===== config.mk =====
export PLATFORM = sky130hd
export DESIGN_NAME = ex_muldiv_unit_flat
export DESIGN_NICKNAME = d
export VERILOG_FILES = /design/src/rtl/ex_muldiv_unit_if.sv /design/src/rtl/ex_muldiv_unit.sv /design/src/flat_wrapper.sv
export SDC_FILE = /design/constraint.sdc
export NUM_CORES = 1
export LEC_CHECK = 0
export CORE_MARGIN = 8
export CORE_UTILIZATION = 23
export DETAILED_ROUTE_END_ITERATION = 10
export PLACE_DENSITY = 0.45
export SLEW_MARGIN = 10
export SYNTH_ARGS = -nofsm -noshare
export SYNTH_HDL_FRONTEND = slang
export SYNTH_SLANG_ARGS = --single-unit
export TNS_END_PERCENT = 20

===== constraint.sdc =====
create_clock -name clk -period 9.65 [get_ports clk]
set_input_delay 2.895 -clock clk [delete_from_list [all_inputs] [get_ports clk]]
set_output_delay 2.895 -clock clk [all_outputs]
set_load 0.02 [all_outputs]

===== src/rtl/ex_muldiv_unit_if.sv =====
// EX-stage multiply/divide port bundle: issue, HI/LO move controls and unit status.
// The master side is the pipeline/hazard logic, the slave side is the unit.
interface ex_muldiv_unit_if #(
    parameter int unsigned WIDTH = 32
);
    logic             i_start;
    logic [1:0]       i_op;
    logic [WIDTH-1:0] i_a;
    logic [WIDTH-1:0] i_b;
    logic             i_mf_rd;
    logic             i_mf_sel;
    logic             i_mt_wr;
    logic [WIDTH-1:0] i_mt_data;
    logic [WIDTH-1:0] o_mf_data;
    logic [WIDTH-1:0] o_hi;
    logic [WIDTH-1:0] o_lo;
    logic             o_busy;
    logic             o_stall;
    logic             o_done;
    logic             o_div_by_zero;

    modport master (
        output i_start, i_op, i_a, i_b, i_mf_rd, i_mf_sel, i_mt_wr, i_mt_data,
        input  o_mf_data, o_hi, o_lo, o_busy, o_stall, o_done, o_div_by_zero
    );

    modport slave (
        input  i_start, i_op, i_a, i_b, i_mf_rd, i_mf_sel, i_mt_wr, i_mt_data,
        output o_mf_data, o_hi, o_lo, o_busy, o_stall, o_done, o_div_by_zero
    );
endinterface


===== src/rtl/ex_muldiv_unit.sv =====
// Iterative MULT/MULTU/DIV/DIVU unit holding architectural HI/LO.
// Works on operand magnitudes (one bit per cycle) and fixes signs in a final cycle.
module ex_muldiv_unit #(
    parameter int unsigned WIDTH = 32
) (
    input  logic               clk,
    input  logic               rst,
    ex_muldiv_unit_if.slave    bus
);
    localparam int unsigned CW = (WIDTH > 1) ? $clog2(WIDTH) : 1;
    localparam int unsigned W2 = 2 * WIDTH;

    typedef enum logic [1:0] {S_IDLE, S_RUN, S_FIX} state_t;

    state_t          r_state;
    logic [CW-1:0]   r_cnt;
    logic            r_is_div;
    logic            r_neg_res;
    logic            r_neg_rem;
    logic [WIDTH-1:0] r_opnd;
    logic [W2-1:0]   r_acc;
    logic [WIDTH-1:0] r_hi;
    logic [WIDTH-1:0] r_lo;
    logic            r_busy;
    logic            r_done;
    logic            r_dbz;

    logic             w_is_div;
    logic             w_a_neg;
    logic             w_b_neg;
    logic [WIDTH-1:0] w_mag_a;
    logic [WIDTH-1:0] w_mag_b;
    logic             w_b_zero;
    logic [WIDTH:0]   w_mul_sum;
    logic [WIDTH:0]   w_div_sub;
    logic [W2-1:0]    w_prod;
    logic [WIDTH-1:0] w_quo;
    logic [WIDTH-1:0] w_rem;

    // Operand decode: signed ops work on magnitudes
    assign w_is_div = bus.i_op[1];
    assign w_a_neg  = bus.i_op[0] & bus.i_a[WIDTH-1];
    assign w_b_neg  = bus.i_op[0] & bus.i_b[WIDTH-1];
    assign w_mag_a  = w_a_neg ? -bus.i_a : bus.i_a;
    assign w_mag_b  = w_b_neg ? -bus.i_b : bus.i_b;
    assign w_b_zero = (bus.i_b == '0);

    // Multiply: acc = {partial product, remaining multiplier bits}
    assign w_mul_sum = {1'b0, r_acc[W2-1:WIDTH]} + {1'b0, (r_acc[0] ? r_opnd : WIDTH'(0))};
    // Divide: acc = {partial remainder, dividend bits / quotient bits}; top bit of w_div_sub flags a borrow
    assign w_div_sub = r_acc[W2-1:WIDTH-1] - {1'b0, r_opnd};

    assign w_prod = r_neg_res ? -r_acc : r_acc;
    assign w_quo  = r_neg_res ? -r_acc[WIDTH-1:0] : r_acc[WIDTH-1:0];
    assign w_rem  = r_neg_rem ? -r_acc[W2-1:WIDTH] : r_acc[W2-1:WIDTH];

    always_ff @(posedge clk or posedge rst) begin
        if (rst) begin
            r_state   <= S_IDLE;
            r_cnt     <= '0;
            r_is_div  <= 1'b0;
            r_neg_res <= 1'b0;
            r_neg_rem <= 1'b0;
            r_opnd    <= '0;
            r_acc     <= '0;
            r_hi      <= '0;
            r_lo      <= '0;
            r_busy    <= 1'b0;
            r_done    <= 1'b0;
            r_dbz     <= 1'b0;
        end else begin
            r_done <= 1'b0;
            case (r_state)
                S_IDLE: begin
                    if (bus.i_start) begin
                        r_is_div  <= w_is_div;
                        r_opnd    <= w_is_div ? w_mag_b : w_mag_a;
                        r_acc     <= {WIDTH'(0), (w_is_div ? w_mag_a : w_mag_b)};
                        r_neg_res <= w_a_neg ^ w_b_neg;
                        r_neg_rem <= w_a_neg;
                        r_cnt     <= '0;
                        r_busy    <= 1'b1;
                        r_dbz     <= w_is_div & w_b_zero;
                        r_state   <= (w_is_div & w_b_zero) ? S_FIX : S_RUN;
                    end else if (bus.i_mt_wr) begin
                        if (bus.i_mf_sel) r_hi <= bus.i_mt_data;
                        else              r_lo <= bus.i_mt_data;
                    end
                end
                S_RUN: begin
                    if (r_is_div) begin
                        if (!w_div_sub[WIDTH])
                            r_acc <= {w_div_sub[WIDTH-1:0], r_acc[WIDTH-2:0], 1'b1};
                        else
                            r_acc <= {r_acc[W2-2:0], 1'b0};
                    end else begin
                        r_acc <= {w_mul_sum, r_acc[WIDTH-1:1]};
                    end
                    r_cnt <= r_cnt + CW'(1);
                    if (r_cnt == CW'(WIDTH - 1)) r_state <= S_FIX;
                end
                S_FIX: begin
                    // A divide by zero leaves HI/LO untouched
                    if (!r_dbz) begin
                        if (r_is_div) begin
                            r_hi <= w_rem;
                            r_lo <= w_quo;
                        end else begin
                            r_hi <= w_prod[W2-1:WIDTH];
                            r_lo <= w_prod[WIDTH-1:0];
                        end
                    end
                    r_busy  <= 1'b0;
                    r_done  <= 1'b1;
                    r_state <= S_IDLE;
                end
                default: r_state <= S_IDLE;
            endcase
        end
    end

    assign bus.o_mf_data     = bus.i_mf_sel ? r_hi : r_lo;
    assign bus.o_stall       = r_busy & (bus.i_start | bus.i_mf_rd | bus.i_mt_wr);
    assign bus.o_hi          = r_hi;
    assign bus.o_lo          = r_lo;
    assign bus.o_busy        = r_busy;
    assign bus.o_done        = r_done;
    assign bus.o_div_by_zero = r_dbz;
endmodule


===== src/flat_wrapper.sv =====
// flat-port wrapper written by rule: the top's interface ports become plain ports
module ex_muldiv_unit_flat 
#(
    parameter int unsigned WIDTH = 32
)
  (clk, rst, bus_i_start, bus_i_op, bus_i_a, bus_i_b, bus_i_mf_rd, bus_i_mf_sel, bus_i_mt_wr, bus_i_mt_data, bus_o_mf_data, bus_o_hi, bus_o_lo, bus_o_busy, bus_o_stall, bus_o_done, bus_o_div_by_zero);
  ex_muldiv_unit_if #(.WIDTH(WIDTH)) bus_i ();
  input  logic clk;
  input  logic rst;
  input wire logic [$bits(bus_i.i_start)-1:0] bus_i_start;
  input wire logic [$bits(bus_i.i_op)-1:0] bus_i_op;
  input wire logic [$bits(bus_i.i_a)-1:0] bus_i_a;
  input wire logic [$bits(bus_i.i_b)-1:0] bus_i_b;
  input wire logic [$bits(bus_i.i_mf_rd)-1:0] bus_i_mf_rd;
  input wire logic [$bits(bus_i.i_mf_sel)-1:0] bus_i_mf_sel;
  input wire logic [$bits(bus_i.i_mt_wr)-1:0] bus_i_mt_wr;
  input wire logic [$bits(bus_i.i_mt_data)-1:0] bus_i_mt_data;
  output wire logic [$bits(bus_i.o_mf_data)-1:0] bus_o_mf_data;
  output wire logic [$bits(bus_i.o_hi)-1:0] bus_o_hi;
  output wire logic [$bits(bus_i.o_lo)-1:0] bus_o_lo;
  output wire logic [$bits(bus_i.o_busy)-1:0] bus_o_busy;
  output wire logic [$bits(bus_i.o_stall)-1:0] bus_o_stall;
  output wire logic [$bits(bus_i.o_done)-1:0] bus_o_done;
  output wire logic [$bits(bus_i.o_div_by_zero)-1:0] bus_o_div_by_zero;
  assign bus_i.i_start = bus_i_start;
  assign bus_i.i_op = bus_i_op;
  assign bus_i.i_a = bus_i_a;
  assign bus_i.i_b = bus_i_b;
  assign bus_i.i_mf_rd = bus_i_mf_rd;
  assign bus_i.i_mf_sel = bus_i_mf_sel;
  assign bus_i.i_mt_wr = bus_i_mt_wr;
  assign bus_i.i_mt_data = bus_i_mt_data;
  assign bus_o_mf_data = bus_i.o_mf_data;
  assign bus_o_hi = bus_i.o_hi;
  assign bus_o_lo = bus_i.o_lo;
  assign bus_o_busy = bus_i.o_busy;
  assign bus_o_stall = bus_i.o_stall;
  assign bus_o_done = bus_i.o_done;
  assign bus_o_div_by_zero = bus_i.o_div_by_zero;
  ex_muldiv_unit #(.WIDTH(WIDTH)) u_core (.clk(clk), .rst(rst), .bus(bus_i));
endmodule

==> reports/qor.txt <==
top_reg_cell synth: dfrtp_1
estimated wirelength of the detail-placed design: 49,700 um
Commonest cells post-synth: nor2_1, nand2_1, a21oi_1, o21ai_0, dfrtp_1
reg2reg start: u_core.r_acc[0]
clk root buf: clkbuf_16
Bufs on Longest Clock Path: 2
via count: 15.4k
1st-iter DRT viols: 1,166
share of cells above drive strength 1: 5.83%
ANT cells: 0
most frequent cell after synthesis: nor2_1
H-tree Lvls: 4
vias in the first global route: 15.1k
crit path launch type: input pin
synth unique cells: 77
IO Pins: 204
maxcap violations: 0
Max Transition Viols Final: 0
WP depth: 3
crit path capture: bus_o_mf_data[17]
Initial Utilization: 23.3%
drt drc: 0
asr flop ratio synth: 100%
Sink Count: 173
unrepaired setup endpoints after global routing: no
final hold viol count: 0
crit-path cells: buf_2 -> mux2_2 -> clkdlybuf4s50_1
sequential area share after synthesis: 28.2%
antenna-violating nets left: 0
DR WL/cell: 21.2 um
Avg Vias per Cell: 5.09
wl on met1: 30,500 um
maximum vdd ir drop: 0.000247 V
cell count after synthesis: 2,025
Post-CTS Setup Bufs: 0
GRT Util Overall: 16.7%
NumNets Final: 2,324
status: finished clean
Placed Instances: 2,993
Reg2Reg Depth: 12
crit path kind: in2out
top-area cell type share of the netlist area: 28.2%
metal2 WL: 28,300 um
crit path launch: bus_i_mf_sel
RD Place Congestion: 0.875
worst r2r dst: u_core.r_acc[56]
Synth area leader: dfrtp_1
Crit. End Element: primary output
slew margin rel.: 18.5%
global-route wire length before repair: 96,900 um
hold path startpoint: u_core.r_opnd[29]
period utilization: 76.6%
CP delay by family, top: buffers and inverters
measured slew at the worst slew-check pin: 1220 ps
Cell Area, Synth: 0.0153 sq mm
Num CTS Buffers: 17
WL met3: 4210 um
area added between synthesis and finish: 22.3%
Hold Path Class: reg2reg
design area: 0.0188 sq mm
placed cell area: 0.0182 sq mm
#FFs+latches synth: 173
Buf/Inv on CP: 2
Avg Cell Area, Syn: 7.57 sq um
Post-synth EDFFs: 0
Synthesized Nets: 2,201
power density over the cells: 376 mW/mm^2
initial antenna violation count: 2
Die Span Y: 274 um
Yosys warning count: 0
Clock transition at path regs: 70 ps
Rows: 94
Setup TNS: 0 ps
flop-to-flop setup slack: 4330 ps
TritonCTS clock tree: yes
CTS Hold Buffers Added: 0
Fin Clk Skew: 22.5 ps
Post-CTS Resized: 0
largest cells by area after synthesis: dfrtp_1, a21oi_1, o21ai_0
CP Data Arrival Time: 4490 ps
Max Fclk: 135 MHz
Clock Latency Late Sink: 480 ps
crit-path max FO: 34
leakage power: 7.73 nW
Layout Cells excl Fill: 3,025
Finish-stage setup viols: 0
total gr overflow: 0
slowest CP cell: buf_2
core box area: 0.0659 sq mm
pin count of the biggest net entering global routing: 71
max incr delay on CP: 600 ps
Die W: 274 um
Buffers on Ports: 203
CP required: 6760 ps
min cycle time layout: 7390 ps
drt total wl: 64,100 um
DR pass1 iterations: 5
max layer used: met5
DIE AREA: 0.0752 sq mm
## cell type report
| cell class | instances | area [sq um] |
|---|---|---|
| clock buffers | 17 | 425 |
| fillers | 7159 | 47100 |
| flip-flops and latches | 173 | 4330 |
| well taps | 864 | 1080 |
| multi-input cells | 1659 | 10300 |
| inverters | 69 | 264 |
| repair buffers | 228 | 2210 |
| clock inverters | 15 | 150 |
## state kept, by name, indices dropped and copies added, names as in the netlist
| name | flops |
|---|---|
| u_core.r_acc | 64 |
| u_core.bus.o_hi | 32 |
| u_core.bus.o_lo | 32 |
| u_core.r_opnd | 32 |
| u_core.r_cnt | 5 |
| u_core.r_state | 2 |
| u_core.bus.o_busy | 1 |
| u_core.bus.o_div_by_zero | 1 |
| u_core.bus.o_done | 1 |
| u_core.r_is_div | 1 |
| u_core.r_neg_rem | 1 |
| u_core.r_neg_res | 1 |
## power by group
group	internal [W]	switching [W]	leakage, nW
Combinational	0.00192	0.00272	5.33
Clock	0.000345	0.000372	0.285
Sequential	0.00108	0.000625	2.11
Total	0.00334	0.00371	7.73
## metrics by stage
stage | hold WS [ps] | util [%] | setup slack [ps] | total power [W]
detailed placement | 471 | 27.6 | 2260 | 0.00629
floorplan | 449 | - | 2070 | 0.00459
global placement | 467 | 27.6 | 2330 | 0.00627
finish | 488 | 28.5 | 2260 | 0.00705
global route | 511 | 28.5 | 2180 | 0.00760
CTS | 488 | 28.5 | 2250 | 0.00703
## cell families (layout without fill, tap and decap cells)
family          Yosys count  count (layout)  synth area share, %
xor+xnor                166             166                 9.48
flops                   173             173                 28.2
fa+ha+maj                72              72                 5.97
buf+inv                 193             329                 4.85
simple gates            689             689                 20.3
compound gates          647             647                 25.4
mux                      85              85                 5.81
## how the worst min path moves through the flow
| stage | slack, ps | endpoint | cells after the start |
|---|---|---|---|
| 4_1_cts | 490 | u_core.r_opnd[29] | 2 |
| 2_1_floorplan | 450 | u_core.r_cnt[3] | 1 |
| 3_5_place_dp | 470 | u_core.r_opnd[29] | 2 |
| 3_3_place_gp | 470 | u_core.r_cnt[3] | 1 |
| 5_1_grt | 510 | u_core.r_opnd[23] | 1 |
| 6_report | 490 | u_core.r_opnd[29] | 2 |
## cells in the final DEF, fill, tap and decap left out, drive strengths merged, types with 23 or more instances in the layout
cell type        n
mux2            32
dfrtp          173
o21ai          201
clkdlybuf4s50  201
inv             75
o31ai           36
a21oi          216
nor3            26
nor2           252
nand2          237
xor2            80
buf             27
ha              70
a31oi           23
nand3           24
nor4            23
mux2i           53
xnor2           86
a21o            37
## metal layers
layer  GRT usage [%]  vias to the layer above
met2            25.5                      411
met1            23.5                     7498
met3            4.02                       52
met4            3.66                        2
met5               0                        -
li1                -                     7434
## tightest hold or removal path: stages, from the launching register on
cell and delay [ps]:
dfrtp_1 340, nand2_1 50, o21ai_0 60
Power figures use the tool's default switching activity.
